$ cat src/rtl/multicycle_alu.sv
// Clocked ALU with single-cycle logic/arith/shift ops plus iterative shift-add multiply
// and (when MULTICYCLE_ALU_DIV_EN is defined) restoring divide behind a start/busy/valid handshake.
module multicycle_alu #(
    parameter int WIDTH = 32,
    parameter int SHW   = $clog2(WIDTH)
) (
    input  logic             clk,
    input  logic             reset_n,
    input  logic             start,
    input  logic [3:0]       alu_control,
    input  logic [WIDTH-1:0] a,
    input  logic [WIDTH-1:0] b,
    input  logic [SHW-1:0]   shamt,
    output logic             busy,
    output logic             valid,
    output logic [WIDTH-1:0] result,
    output logic [WIDTH-1:0] result_hi,
    output logic             zero,
    output logic             div_by_zero
);

    localparam logic [3:0] OP_AND  = 4'b0000;
    localparam logic [3:0] OP_OR   = 4'b0001;
    localparam logic [3:0] OP_ADD  = 4'b0010;
    localparam logic [3:0] OP_SLTU = 4'b0011;
    localparam logic [3:0] OP_XOR  = 4'b0100;
    localparam logic [3:0] OP_MUL  = 4'b0101;
    localparam logic [3:0] OP_SUB  = 4'b0110;
    localparam logic [3:0] OP_SLT  = 4'b0111;
    localparam logic [3:0] OP_SLL  = 4'b1000;
    localparam logic [3:0] OP_SRL  = 4'b1001;
    localparam logic [3:0] OP_SRA  = 4'b1010;
    localparam logic [3:0] OP_DIV  = 4'b1011;
    localparam logic [3:0] OP_NOR  = 4'b1100;

    localparam int CW = SHW + 1;
    localparam logic [CW-1:0] CNT_FULL = CW'(WIDTH);
    localparam logic [CW-1:0] CNT_ONE  = CW'(1);

    typedef enum logic [1:0] {
        S_IDLE = 2'b00,
        S_MUL  = 2'b01
`ifdef MULTICYCLE_ALU_DIV_EN
        ,
        S_DIV  = 2'b10
`endif
    } state_t;

    state_t               state_r;
    logic [CW-1:0]        cnt_r;
    logic [2*WIDTH-1:0]   work_r;
    logic [WIDTH-1:0]     opnd_r;
    logic [WIDTH-1:0]     result_r;
    logic [WIDTH-1:0]     result_hi_r;
    logic                 valid_r;
    logic                 busy_r;
    logic                 dbz_r;

    logic [WIDTH-1:0]     single_lo_s;
    logic [WIDTH-1:0]     single_hi_s;
    logic                 single_dbz_s;
    logic                 slt_s;
    logic                 sltu_s;
    logic                 iter_s;
    logic [WIDTH:0]       mul_sum_s;
    logic [2*WIDTH-1:0]   step_s;
`ifdef MULTICYCLE_ALU_DIV_EN
    logic [WIDTH:0]       div_shift_s;
    logic [WIDTH:0]       div_diff_s;
    logic                 div_iter_s;
`endif

    assign slt_s  = ($signed(a) < $signed(b));
    assign sltu_s = (a < b);

`ifdef MULTICYCLE_ALU_DIV_EN
    assign div_iter_s = (b != {WIDTH{1'b0}});
    assign iter_s     = (state_r == S_MUL) || (state_r == S_DIV);
`else
    assign iter_s     = (state_r == S_MUL);
`endif

    // Single-cycle result selection from the live request operands
    always_comb begin
        single_lo_s  = {WIDTH{1'b0}};
        single_hi_s  = {WIDTH{1'b0}};
        single_dbz_s = 1'b0;
        case (alu_control)
            OP_AND:  single_lo_s = a & b;
            OP_OR:   single_lo_s = a | b;
            OP_ADD:  single_lo_s = a + b;
            OP_SUB:  single_lo_s = a - b;
            OP_NOR:  single_lo_s = ~(a | b);
            OP_XOR:  single_lo_s = a ^ b;
            OP_SLT:  single_lo_s = {{(WIDTH-1){1'b0}}, slt_s};
            OP_SLTU: single_lo_s = {{(WIDTH-1){1'b0}}, sltu_s};
            OP_SLL:  single_lo_s = a << shamt;
            OP_SRL:  single_lo_s = a >> shamt;
            OP_SRA:  single_lo_s = WIDTH'($signed(a) >>> shamt);
            OP_DIV: begin
`ifdef MULTICYCLE_ALU_DIV_EN
                // Only reaches the outputs when b is zero; nonzero divisors iterate.
                single_lo_s  = {WIDTH{1'b1}};
                single_hi_s  = a;
                single_dbz_s = 1'b1;
`else
                single_lo_s  = {WIDTH{1'b0}};
                single_hi_s  = {WIDTH{1'b0}};
                single_dbz_s = 1'b0;
`endif
            end
            default: single_lo_s = a + b;
        endcase
    end

    // One iteration step of the multiplier (or divider) on the internal work register
    always_comb begin
        mul_sum_s = {1'b0, work_r[2*WIDTH-1:WIDTH]}
                  + (work_r[0] ? {1'b0, opnd_r} : {(WIDTH+1){1'b0}});
        step_s    = {mul_sum_s, work_r[WIDTH-1:1]};
`ifdef MULTICYCLE_ALU_DIV_EN
        // Work register holds {remainder, dividend/quotient}; a borrow in bit WIDTH restores.
        div_shift_s = {work_r[2*WIDTH-1:WIDTH], work_r[WIDTH-1]};
        div_diff_s  = div_shift_s - {1'b0, opnd_r};
        if (state_r == S_DIV) begin
            if (!div_diff_s[WIDTH]) begin
                step_s = {div_diff_s[WIDTH-1:0], work_r[WIDTH-2:0], 1'b1};
            end else begin
                step_s = {div_shift_s[WIDTH-1:0], work_r[WIDTH-2:0], 1'b0};
            end
        end else begin
            step_s = {mul_sum_s, work_r[WIDTH-1:1]};
        end
`endif
    end

    // Control FSM, iteration datapath and registered outputs
    always_ff @(posedge clk or negedge reset_n) begin
        if (!reset_n) begin
            state_r     <= S_IDLE;
            cnt_r       <= {CW{1'b0}};
            work_r      <= {(2*WIDTH){1'b0}};
            opnd_r      <= {WIDTH{1'b0}};
            result_r    <= {WIDTH{1'b0}};
            result_hi_r <= {WIDTH{1'b0}};
            valid_r     <= 1'b0;
            busy_r      <= 1'b0;
            dbz_r       <= 1'b0;
        end else begin
            valid_r <= 1'b0;
            if (state_r == S_IDLE) begin
                if (start) begin
                    dbz_r <= 1'b0;
                    if (alu_control == OP_MUL) begin
                        state_r <= S_MUL;
                        busy_r  <= 1'b1;
                        cnt_r   <= CNT_FULL;
                        work_r  <= {{WIDTH{1'b0}}, b};
                        opnd_r  <= a;
`ifdef MULTICYCLE_ALU_DIV_EN
                    end else if ((alu_control == OP_DIV) && div_iter_s) begin
                        state_r <= S_DIV;
                        busy_r  <= 1'b1;
                        cnt_r   <= CNT_FULL;
                        work_r  <= {{WIDTH{1'b0}}, a};
                        opnd_r  <= b;
`endif
                    end else begin
                        result_r    <= single_lo_s;
                        result_hi_r <= single_hi_s;
                        dbz_r       <= single_dbz_s;
                        valid_r     <= 1'b1;
                    end
                end
            end else if (iter_s) begin
                work_r <= step_s;
                cnt_r  <= cnt_r - CNT_ONE;
                if (cnt_r == CNT_ONE) begin
                    state_r     <= S_IDLE;
                    busy_r      <= 1'b0;
                    result_r    <= step_s[WIDTH-1:0];
                    result_hi_r <= step_s[2*WIDTH-1:WIDTH];
                    dbz_r       <= 1'b0;
                    valid_r     <= 1'b1;
                end
            end else begin
                // Unreachable encoding: fall back to a quiet idle state.
                state_r <= S_IDLE;
                busy_r  <= 1'b0;
                cnt_r   <= {CW{1'b0}};
            end
        end
    end

    assign busy        = busy_r;
    assign valid       = valid_r;
    assign result      = result_r;
    assign result_hi   = result_hi_r;
    assign zero        = (result_r == {WIDTH{1'b0}});
`ifdef MULTICYCLE_ALU_DIV_EN
    assign div_by_zero = dbz_r;
`else
    assign div_by_zero = 1'b0;
`endif

endmodule

$ cat config.mk
export PLATFORM = sky130hd
export DESIGN_NAME = multicycle_alu
export DESIGN_NICKNAME = d
export VERILOG_FILES = /design/src/rtl/multicycle_alu.sv
export SDC_FILE = /design/constraint.sdc
export NUM_CORES = 1
export LEC_CHECK = 0
export BUFFER_PORTS_ARGS = -buffer_cell sky130_fd_sc_hd__buf_2
export CAP_MARGIN = 20
export CORE_MARGIN = 8
export CORE_UTILIZATION = 49
export DETAILED_ROUTE_END_ITERATION = 12
export PLACE_DENSITY = 0.77
export SETUP_SLACK_MARGIN = 0.1
export SYNTH_ARGS = -nofsm -noshare
export SYNTH_HDL_FRONTEND = slang
export SYNTH_SLANG_ARGS = --single-unit
$ cat constraint.sdc
create_clock -name clk -period 9.1 [get_ports clk]
set_input_delay 0.455 -clock clk [delete_from_list [all_inputs] [get_ports clk]]
set_output_delay 0.455 -clock clk [all_outputs]
set_load 0.01 [all_outputs]
# [After elaboration in Yosys (flattened, before gate mapping)]
# Cells that the tools add are included.
[classes] add_sub_neg=4 magnitude_cmp=2 n_eq_ne=17 n_shift=3 mux=35 bitwise=4 reduce_logical=10
[ops] op="$mux 32" n=11
[ops] op="$pmux 32 s11" n=1
[ops] op="$mux 64" n=4
[ops] op="$lt 32x32->1" n=2
[ops] op="$add 32x32->33" n=1
[ops] op="$add 32x32->32" n=1
[ops] op="$and 32x32->32" n=1
[ops] op="$logic_not 32->1" n=1
[ops] op="$not 32->32" n=1
[ops] op="$or 32x32->32" n=1
[ops] op="$shl 32x5->32" n=1
[ops] op="$shr 32x5->32" n=1
[ops] op="$sshr 32x5->32" n=1
[ops] op="$sub 32x32->32" n=1
[ops] op="$xor 32x32->32" n=1
[ops] op="$mux 6" n=4
[ops] op="$eq 4x4->1 const B" n=5
[ops] op="$eq 4x3->1 const B" n=4
[ops] op="$mux 1" n=10
[ops] op="$mux 2" n=5
[ops] op="$reduce_and 3->1" n=3
[ops] op="$eq 6x1->1 const B" n=1
[ops] op="$sub 6x1->6 const B" n=1
[ops] op="$eq 4x1->1 const B" n=1
[ops] op="other kinds (10)" n=12
[totals] register_bits=170 out_inout_bits=68

# [Longest topological paths before layout]
[depth] word_depth=6 ltp_mapped=14 ltp_nobuf=14

# [Worst setup path before layout]
# Ideal clock, no wire load.
[synth_timing] kind="reg-to-reg" from="register work_r[0]" to="register work_r[61]" setup_time_ns=0.121 arrival_time_ns=3.118 required_ns=8.979 slack_ns=5.861 stages_incl_launch_ff=13 period_less_slack_ns=3.239 cell_sequence="dfrtp_1 > and2_1 > ha_1 > fa_1 > a21oi_1 > o21ai_0 > a2111oi_1 > nor2_1 > o311a_1 > nor2_1 > a31oi_1 > xor2_1 > a22o_1"
[synth_between] elab_chain_len=4
[synth_lines] element="from (decl)" line="51" source="logic [2*WIDTH-1:0] work_r;"
[synth_lines] element="from (signal assigned)" line="142" source="work_r <= {(2*WIDTH){1'b0}};"
[synth_lines] element="from (signal assigned)" line="158" source="work_r <= {{WIDTH{1'b0}}, b};"
[synth_lines] element="from (signal assigned)" line="176" source="work_r <= step_s;"
[synth_lines] element="$mux 32" line="119" source="+ (work_r[0] ? {1'b0, opnd_r} : {(WIDTH+1){1'b0}});"
[synth_lines] element="$add 32x32->33" line="119"
[synth_lines] element="$mux 64" line="175" source="end else if (iter_s) begin"
[synth_lines] element="$mux 64" line="151" source="if (state_r == S_IDLE) begin"
# Every way passes these cells. The select of a mux whose other input is x is not followed.
# A chain may end at the register's enable or synchronous reset.

# [Worst setup path after layout]
# Same ends and word-level chain as after synthesis.

==> results.yml <==
status:
  status: "finished clean"
yosys:
  synthesis.area_mm2: 0.0173
  synth_edf_count: 0
  yosysUniqueCellTypes: 83
  synth_cells: 2279
  synth_top_area_share_pct: 24.3
  synth_ff_type: "dfrtp_1"
  syn_nets: 2488
  post-synth-top-count-cell: "nand2_1"
  synth_common_cells: "345 x nand2_1, 226 x o21ai_0, 200 x nor2_1, 186 x a21oi_1, 168 x dfrtp_1"
  yosys.area.top_type: "dfrtp_1"
  ys_seq_area_share_pct: 24.3
  post_synth.cell_area_avg_um2: 7.60
  yosys-top-cells-area: "dfrtp_1 24%, ha_1 9.4%, nand2_1 7.5%"
  yosysWarnings: 0
  synth-seq-cells: 168
  synthArstFlopShare_pct: 100
cells_and_area:
  fillers: 3375
  insertedDiodeCount: 0
  area_delta_synth_final_pct: 8.79
  multi_input_area_mm2: 0.0121
  drive_gt1_share_pct: 12.3
  layoutNonFillerInstCount: 2770
  seq_area_mm2: 0.00421
  nets: 2505
sta:
  period_minus_slack_ps: 4200
  worst_slew_pin_slew_ps: 1160
  finalCritPeriodShare_pct: 46.1
  max_freq_mhz: 238
  finalMaxSlewViolations: 0
  hold_slack_ps: 127
  fin_setup_tns_ps: 0
  hold_viol: 0
  setup_viol: 0
  rsz0062_at_grt: "false"
  fin_skew_ps: 15.5
  relSlewSlack_pct: 22.7
die:
  placementRows: 69
  die_w_um: 204
  dieArea_mm2: 0.0416
  io_pins: 144
  core_mm2: 0.0351
  initial_core_util_pct: 49.3
  dieHeight_um: 204
clock_tree:
  cts_buffers: 17
  cts_resized: 0
  numClockSinks: 168
  postCtsSetupBuffers: 0
  cts-htree-levels: 4
  tritoncts: "done"
  cts-hold-fix-buffers: 0
  root_buffer: "clkbuf_16"
  worstSkewPairLatency_ps: 450
  cts_max_path_buffers: 2
  path_clk_slew_ps: 70
power_and_ir_drop:
  leakage_nw: 8.70
  finalPower_mw: 3.73
  p_per_area_mw_per_mm2: 198
  ir_drop_mv: 0.153
global_route:
  globalRoute.totalOverflow: 0
  grt_use_total_pct: 32.1
  grt_pass1_vias: 17500
  antenna_found_initial: 2
  grt_max_degree: 102
  busiest_layer: "met2"
  use_met3_pct: 6.55
  grt_pass1_wl_um: 105000
  grt_util_met2_pct: 49.5
  grt_use_met1_pct: 43.7
routing:
  drt-total-wl_um: 68000
  viasPerCell: 6.60
  drtAntennaViolNets: 0
  wl_per_cell_um: 24.6
  route.detailed.drc: 0
  drtIter0Drc: 2443
  firstDrtPassIters: 6
  vias: 18300
placement:
  gp_routability_congestion: 1.04
  port-buffer-count: 142
  dpl.hpwl_um: 51500
  dp_cells: 2736
flow_run:
  drv_cap: 0
critical_path:
  endpoint_kind: "flip-flop"
  required_ps: 9430
  cp-start-kind: "flip-flop"
  path_class: "flip-flop to flip-flop"
  cp_max_fo: 33
  crit_arrival_ps: 4520
min_path:
  hp-class: "input pin to asynchronous set/reset pin"
## logic make-up after synthesis
logic type                 after synthesis  synth area share (%)
other                                    1                0.0217
and+or+nand+nor                        768                  19.7
xor gates and xnor gates                59                  2.99
buffers and inverters                  281                  6.36
AOI/OAI and AO/OA                      758                  27.9
adders and majority gates              133                  9.74
muxes                                  111                  8.99
DFF                                    168                  24.3
## cell usage in the layout, fill, tap and decap left out, drive strengths merged, types with 31 or more instances in the layout
| cell type | Yosys | routed |
|---|---|---|
| nand2 | 345 | 345 |
| o21ai | 230 | 230 |
| nor2 | 200 | 200 |
| a21oi | 187 | 187 |
| dfrtp | 168 | 168 |
| buf | 49 | 167 |
| ha | 130 | 130 |
| inv | 111 | 113 |
| mux2i | 61 | 61 |
| xnor2 | 40 | 40 |
| a31oi | 40 | 40 |
| and2 | 39 | 39 |
| a211oi | 35 | 35 |
| mux4 | 34 | 34 |
| nor3 | 31 | 31 |
## final timing paths
path / slack (ps) / depth (start not counted) / endpoint / start
setup / recovery: 4900 / 12 / work_r[61] / work_r[0]
hold / removal: 130 / 1 / result_hi[8] / reset_n
setup reg to reg: 4900 / 12 / work_r[61] / work_r[0]
hold reg to reg: 470 / 2 / result_hi[21] / result_hi[21]
max in group asynchronous: 7450 / 2 / state_r[0] / reset_n
min in group clk: 290 / 3 / work_r[25] / b[25]
## flip-flops by register name, indices dropped and copies added, names as in the netlist
signal     flops
cnt_r          6
opnd_r        32
result        32
result_hi     32
state_r        1
valid          1
work_r        64
## cell type report
type                    count  share of cell area, %
inverters                 111                   2.21
flip-flops and latches    168                   22.3
clock buffers              22                   2.47
clock inverters            10                   1.01
repair buffers            168                   4.92
multi-input cells        1830                   64.0
well taps                 461                   3.06
## routing by layer
layer  vias to the layer above  part of all wire (%)
met5                         -                 0.016
met4                         2                   3.9
met3                       160                    10
met2                      1046                    44
met1                      8829                    42
li1                       8251                     -
## where the power goes
group | switching (mW) | leakage [nW] | internal [mW] | total [mW]
Sequential | 0.226 | 2.14 | 0.997 | 1.22
Combinational | 1.08 | 6.25 | 0.603 | 1.69
Clock | 0.314 | 0.308 | 0.504 | 0.818
## metrics by stage
step	utilization [%]	setup WS, ps	instance area, um^2
2_1_floorplan	-	5860	17300
3_3_place_gp	51.7	4900	18200
3_5_place_dp	51.7	4930	18200
4_1_cts	53.5	4930	18800
5_1_grt	53.6	4610	18800
6_report	53.6	4900	18800
## worst max-delay path, cell delays in order (launching register included)
cell and delay [ps]:
dfrtp_1 670, and2_1 280, ha_1 220, fa_1 450, a21oi_1 190, o21ai_0 130
a2111oi_1 760, nor2_1 180, o311a_1 370, nor2_1 280, a31oi_1 180, xor2_1 180
a22o_1 180
(Power assumes the default switching activity.)
